==> config.mk <==
export PLATFORM = sky130hd
export DESIGN_NAME = fifo_wr_arb
export DESIGN_NICKNAME = d
export VERILOG_FILES = /design/src/rtl/fifo_pkg.sv /design/src/rtl/rr_picker.sv /design/src/rtl/fifo_wr_arb.sv
export SDC_FILE = /design/constraint.sdc
export NUM_CORES = 1
export LEC_CHECK = 0
export ABC_AREA = 1
export CORE_MARGIN = 5
export CORE_UTILIZATION = 38
export CTS_CLUSTER_DIAMETER = 40
export DETAILED_ROUTE_END_ITERATION = 7
export HOLD_SLACK_MARGIN = 0.15
export PLACE_DENSITY_LB_ADDON = 0.25
export SLEW_MARGIN = 20
export SYNTH_ARGS = -nofsm -noshare
export SYNTH_HDL_FRONTEND = slang
export SYNTH_HIERARCHICAL = 1
export SYNTH_SLANG_ARGS = --single-unit
==> constraint.sdc <==
create_clock -name clk_i -period 1.9 [get_ports clk_i]
set_input_delay 0.38 -clock clk_i [delete_from_list [all_inputs] [get_ports clk_i]]
set_output_delay 0.38 -clock clk_i [all_outputs]
set_load 0.005 [all_outputs]
==> src/rtl/fifo_pkg.sv <==
// ----------------------------------------------------------------------------
// fifo_pkg
// Shared types and helpers for the FIFO write-side logic.
//   arb_state_e : write-arbiter FSM states
//   cnt_width() : width of a 0..max_burst-1 beat counter, never below 1 bit
// ----------------------------------------------------------------------------
package fifo_pkg;

    typedef enum logic {
        ARB_IDLE  = 1'b0,
        ARB_BURST = 1'b1
    } arb_state_e;

    function automatic int cnt_width(input int max_burst);
        int w;
        w = $clog2(max_burst);
        return (w < 1) ? 1 : w;
    endfunction

endpackage

==> src/rtl/rr_picker.sv <==
// ----------------------------------------------------------------------------
// rr_picker
// Combinational round-robin winner search. The search starts one position
// after the last winner and wraps, so the last winner has lowest priority.
// Ports:
//   req_i   in  NumReq   request vector
//   last_i  in  IdxW     index of the previous winner
//   gnt_o   out NumReq   one-hot winner (zero when no request)
//   idx_o   out IdxW     winner index (zero when no request)
//   any_o   out 1        at least one request present
// ----------------------------------------------------------------------------
module rr_picker #(
    parameter int NumReq = 4,
    localparam int IdxW  = $clog2(NumReq)
) (
    input  logic [NumReq-1:0] req_i,
    input  logic [IdxW-1:0]   last_i,
    output logic [NumReq-1:0] gnt_o,
    output logic [IdxW-1:0]   idx_o,
    output logic              any_o
);

    logic            found;
    logic [IdxW-1:0] cand;

    always_comb begin
        gnt_o = '0;
        idx_o = '0;
        found = 1'b0;
        cand  = '0;
        for (int off = 1; off <= NumReq; off++) begin
            cand = IdxW'((int'(last_i) + off) % NumReq);
            if (!found && req_i[cand]) begin
                found       = 1'b1;
                gnt_o[cand] = 1'b1;
                idx_o       = cand;
            end
        end
    end

    assign any_o = |req_i;

endmodule

==> src/rtl/fifo_wr_arb.sv <==
// ----------------------------------------------------------------------------
// fifo_wr_arb
// Round-robin arbiter sharing one FIFO write port among NumReq valid/ready
// producers. A grant lasts up to MaxBurst beats, ends early when the granted
// producer drops valid, and is held (not released) while the FIFO is full.
// Every release costs one IDLE cycle.
//
// state     | meaning
// ----------+------------------------------------------------------------
// ARB_IDLE  | no grant; pick next requester round-robin after last_q
// ARB_BURST | gnt_q owns the write port; beats when valid and not full
//
// Ports:
//   clk_i     in  1                  clock
//   rst_i     in  1                  async reset, active-high
//   valid_i   in  NumReq             per-producer valid
//   data_i    in  NumReq*DataWidth   producer k at [k*DataWidth +: DataWidth]
//   ready_o   out NumReq             per-producer accept
//   full_i    in  1                  FIFO full
//   wr_o      out 1                  FIFO write strobe
//   w_data_o  out DataWidth          FIFO write data (zero when not writing)
//   gnt_o     out NumReq             one-hot grant, zero when idle
//   busy_o    out 1                  high in ARB_BURST
// ----------------------------------------------------------------------------
module fifo_wr_arb
    import fifo_pkg::*;
#(
    parameter int NumReq    = 4,
    parameter int DataWidth = 8,
    parameter int MaxBurst  = 4
) (
    input  logic                        clk_i,
    input  logic                        rst_i,
    input  logic [NumReq-1:0]           valid_i,
    input  logic [NumReq*DataWidth-1:0] data_i,
    output logic [NumReq-1:0]           ready_o,
    input  logic                        full_i,
    output logic                        wr_o,
    output logic [DataWidth-1:0]        w_data_o,
    output logic [NumReq-1:0]           gnt_o,
    output logic                        busy_o
);

    localparam int IdxW = $clog2(NumReq);
    localparam int CntW = cnt_width(MaxBurst);
    localparam logic [CntW-1:0] LastBeat = CntW'(MaxBurst - 1);

    arb_state_e       state_q, state_d;
    logic [NumReq-1:0] gnt_q, gnt_d;
    logic [IdxW-1:0]   gnt_idx_q, gnt_idx_d;
    logic [CntW-1:0]   beat_cnt_q, beat_cnt_d;
    logic [IdxW-1:0]   last_q, last_d;

    logic [NumReq-1:0]    pick_gnt;
    logic [IdxW-1:0]      pick_idx;
    logic                 pick_any;
    logic                 valid_g;
    logic [DataWidth-1:0] sel_data;

    rr_picker #(
        .NumReq (NumReq)
    ) u_picker (
        .req_i  (valid_i),
        .last_i (last_q),
        .gnt_o  (pick_gnt),
        .idx_o  (pick_idx),
        .any_o  (pick_any)
    );

    // One-hot mux on the registered grant; zero in IDLE because gnt_q is zero.
    always_comb begin
        sel_data = '0;
        for (int k = 0; k < NumReq; k++) begin
            if (gnt_q[k]) begin
                sel_data = sel_data | data_i[k*DataWidth +: DataWidth];
            end
        end
    end

    assign valid_g = |(valid_i & gnt_q);

    always_ff @(posedge clk_i or posedge rst_i) begin
        if (rst_i) begin
            state_q    <= ARB_IDLE;
            gnt_q      <= '0;
            gnt_idx_q  <= '0;
            beat_cnt_q <= '0;
            last_q     <= IdxW'(NumReq - 1);
        end else begin
            state_q    <= state_d;
            gnt_q      <= gnt_d;
            gnt_idx_q  <= gnt_idx_d;
            beat_cnt_q <= beat_cnt_d;
            last_q     <= last_d;
        end
    end

    always_comb begin
        state_d    = state_q;
        gnt_d      = gnt_q;
        gnt_idx_d  = gnt_idx_q;
        beat_cnt_d = beat_cnt_q;
        last_d     = last_q;
        ready_o    = '0;
        wr_o       = 1'b0;
        w_data_o   = '0;

        case (state_q)
            ARB_IDLE: begin
                if (pick_any) begin
                    state_d    = ARB_BURST;
                    gnt_d      = pick_gnt;
                    gnt_idx_d  = pick_idx;
                    beat_cnt_d = '0;
                end
            end

            ARB_BURST: begin
                if (!valid_g) begin
                    state_d    = ARB_IDLE;
                    gnt_d      = '0;
                    beat_cnt_d = '0;
                    last_d     = gnt_idx_q;
                end else if (!full_i) begin
                    ready_o  = gnt_q;
                    wr_o     = 1'b1;
                    w_data_o = sel_data;
                    if (beat_cnt_q == LastBeat) begin
                        state_d    = ARB_IDLE;
                        gnt_d      = '0;
                        beat_cnt_d = '0;
                        last_d     = gnt_idx_q;
                    end else begin
                        beat_cnt_d = beat_cnt_q + CntW'(1);
                    end
                end
                // full with valid: hold grant and counter untouched
            end

            default: begin
                state_d = ARB_IDLE;
                gnt_d   = '0;
            end
        endcase
    end

    assign gnt_o  = gnt_q;
    assign busy_o = (state_q == ARB_BURST);

endmodule

==> results.cfg <==
[worst_setup_path]
cp_data_required_time_ns = 1.52
crit_path_end_kind = output port
arrival_ns = 1.43
reg2reg_slack_ns = 0.13
cpMaxStageDelayCell = dfrtp_1
r2r_start = last_q[1]
cp_cell_sequence = nand2_1, nand2_2, o21ai_4, buf_6, nor2_1, dlygate4sd2_1
crit_path_max_fanout = 8
startpoint_type = register
crit_type = register to output port
reg2reg_to = gnt_o[2]
cpPeakStageDelay_ns = 0.40
worst-r2r-cell-count = 10

[yosys]
syn_nets = 253
syn_inst = 205
async_reset_ff_frac = 1.000
ys.flop_type = dfrtp_1
ys_seq_area_frac = 0.2114
syn_area_um2 = 1314
ys_types = 23
yosys.area.top_type = nand2_1
yosys-top-cells-area = nand2_1, dfrtp_1, nand3_1
synth_seq_cells = 11
yosysMostFrequentCell = nand2_1
syn_area_per_cell_um2 = 6.409
synth_edf_count = 0
yosysWarnings = 6
synth_top_area_frac = 0.1829
synthTopCellsByCount = nand2_1, nand3_1, nor2_1, inv_1

[floorplanning]
fp-row-count = 21
ios = 57
fp.dieW_um = 68.80
die_area_um2 = 4733
core_area_um2 = 3337
die_h_um = 68.80
start_util = 0.3937

[route]
finalWirelength_um = 4248
num_vias = 1618
route.detailed.drc = 0
viasPerCell = 4.963
final_antenna_net_count = 0
wire_per_inst_um = 13.03
first_iter_violations = 101
dr.pass1.iters = 4

[global_route]
grt_pass1_wl_um = 6486
grt_usage = 0.1811
met1_usage = 0.2211
top_usage_layer = met2
grt_max_degree = 15
use_met3 = 0.05348
antenna_found_initial = 0
use_met2 = 0.3254
grt.overflow.total = 0
grt_pass1_vias = 1433

[placed_design]
hpwlAfterDp_um = 3327
placed_area_um2 = 2024
io_buffers = 56
place_congestion = 0.8509
placed_cells = 319

[cells_and_area]
design_area_um2 = 2111
fin_cells = 326
n_antenna_cell = 0
layout.nets = 329
drive_above_1_share = 0.1750
areaGrowthSynthToFinish_pct = 60.67

[sta]
hold_viol_final = 0
period_share = 0.9520
fin_skew_ns = 0.004270
slew_headroom = 0.7323
final-setup-viol-count = 0
max_freq_ghz = 0.5528
fin_crit_ns = 1.809
rsz0062_at_grt = false
fin_hold_ws_ns = 0.3914
finalMaxSlewViolations = 0
tightest_slew_ns = 0.4011

[power_and_ir_drop]
finalPower_mw = 2.575
p_switching_mw = 1.317
sequentialPowerShare = 0.151
p_sw_frac = 0.5114
clockPowerShare = 0.060
power_frac_comb = 0.790
ir_drop_mv = 0.6930
p_leak_nw = 1.063
p_int_mw = 1.258
power_density_nw_per_um2 = 1220

[run]
drv_cap = 0

[clocking]
cts_tree = yes
clock_sinks = 11
cts_root_buf = clkbuf_4
cts_hold_buf = 0
htree_num_levels = 1
clk_pin_slew_ns = 0.07
clock_latency_ns = 0.27
numCtsBuffers = 3
clockBufferDepth = 2

[status]
status = completed

[worst_hold_path]
hp-class = input pin to asynchronous set/reset pin
==> power groups by stage <==
stage	sequential [mW]	combinational (mW)	clock [mW]
final	0.388	2.03	0.154
after global routing	0.398	2.27	0.172
after CTS	0.387	1.96	0.158
after detailed placement	0.390	1.92	0
after global placement	0.389	1.91	0
after floorplan	0.414	1.28	0
==> per-stage QoR <==
stage,util,TNS [ns],setup slack (ns)
floorplan,-,0,0.0008189
global placement,0.6067,-6.496,-0.4995
detailed placement,0.6067,-6.480,-0.5053
CTS,0.6247,0,0.04588
global route,0.6325,0,0.001113
finish,0.6325,0,0.09117
==> worst max-delay path by stage <==
stage / start / to / slack (ns) / cells past startpoint
4_1_cts: last_q[0] / gnt_idx_q[0] / 0.05 / 11
3_5_place_dp: valid_i[1] / wr_o / -0.51 / 6
5_1_grt: last_q[1] / gnt_idx_q[0] / 0.001 / 11
2_1_floorplan: last_q[0] / gnt_o[0] / 0.0008 / 11
3_3_place_gp: valid_i[1] / wr_o / -0.50 / 6
6_report: gnt_o[1] / w_data_o[1] / 0.09 / 6
==> critical path: cells and delay by family, from the launching register on <==
family / cells / cell delay [ns]
buffers and inverters: 2 / 0.40
AOI/OAI and AO/OA: 1 / 0.16
DFF: 1 / 0.40
and+or+nand+nor: 3 / 0.21
==> kinds of logic after synthesis <==
family	count (synthesis)	synth area share
flops	11	0.2114
buf+inv	27	0.09619
fa+ha+maj	9	0.08572
compound gates	29	0.1495
simple gates	129	0.4571
==> layout by cell type (no fill, tap or decap) <==
cell              n
inv_1            17
nand3_4           1
clkdlybuf4s50_1  38
o21ai_1           2
buf_6             3
nor2_1           24
inv_6             1
dfrtp_1           9
a21boi_0          4
nand2_1          61
a22o_1           10
a21oi_2           2
nor2_4            1
nand4_1           5
nor2_2            1
nand3_1          25
dlygate4sd2_1    12
clkdlybuf4s15_1   5
nand2_2           6
buf_4            18
clkbuf_4          3
a21oi_1           8
clkdlybuf4s15_2   1
ha_1              8
clkbuf_1          1
dfstp_2           2
nor2_8            1
ha_4              1
o21ai_4           1
nand2_4           4
inv_2             3
o21ai_0           2
==> registers in the layout (all words and copies together) (netlist names) <==
register / flops
gnt_o: 4
beat_cnt_q: 2
gnt_idx_q: 2
last_q: 2
busy_o: 1
==> routing by layer <==
| metal | vias to the layer above | wire length [um] |
|---|---|---|
| met3 | 2 | 335 |
| met1 | 762 | 1797 |
| li1 | 818 | - |
| met4 | 0 | 14 |
| met2 | 36 | 2101 |
| met5 | - | 0 |
==> layout make-up <==
class / instances / area, um^2
fill: 340 / 1226
multi-input combinational: 167 / 949.7
timing repair buffer: 77 / 715.7
sequential: 11 / 277.8
inverter: 21 / 83.83
tap: 46 / 57.56
clock buffer: 4 / 26.28
==> repair_timing <==
action                                  CTS  global route
endpoints found under the hold margin     0             0
pin swaps                                 6             2
gates cloned                              0             0
endpoints found under the setup margin   13             7
gates resized for setup                  31             6
buffers inserted                          3             0
No activity file was read; power rests on OpenSTA's default activity.
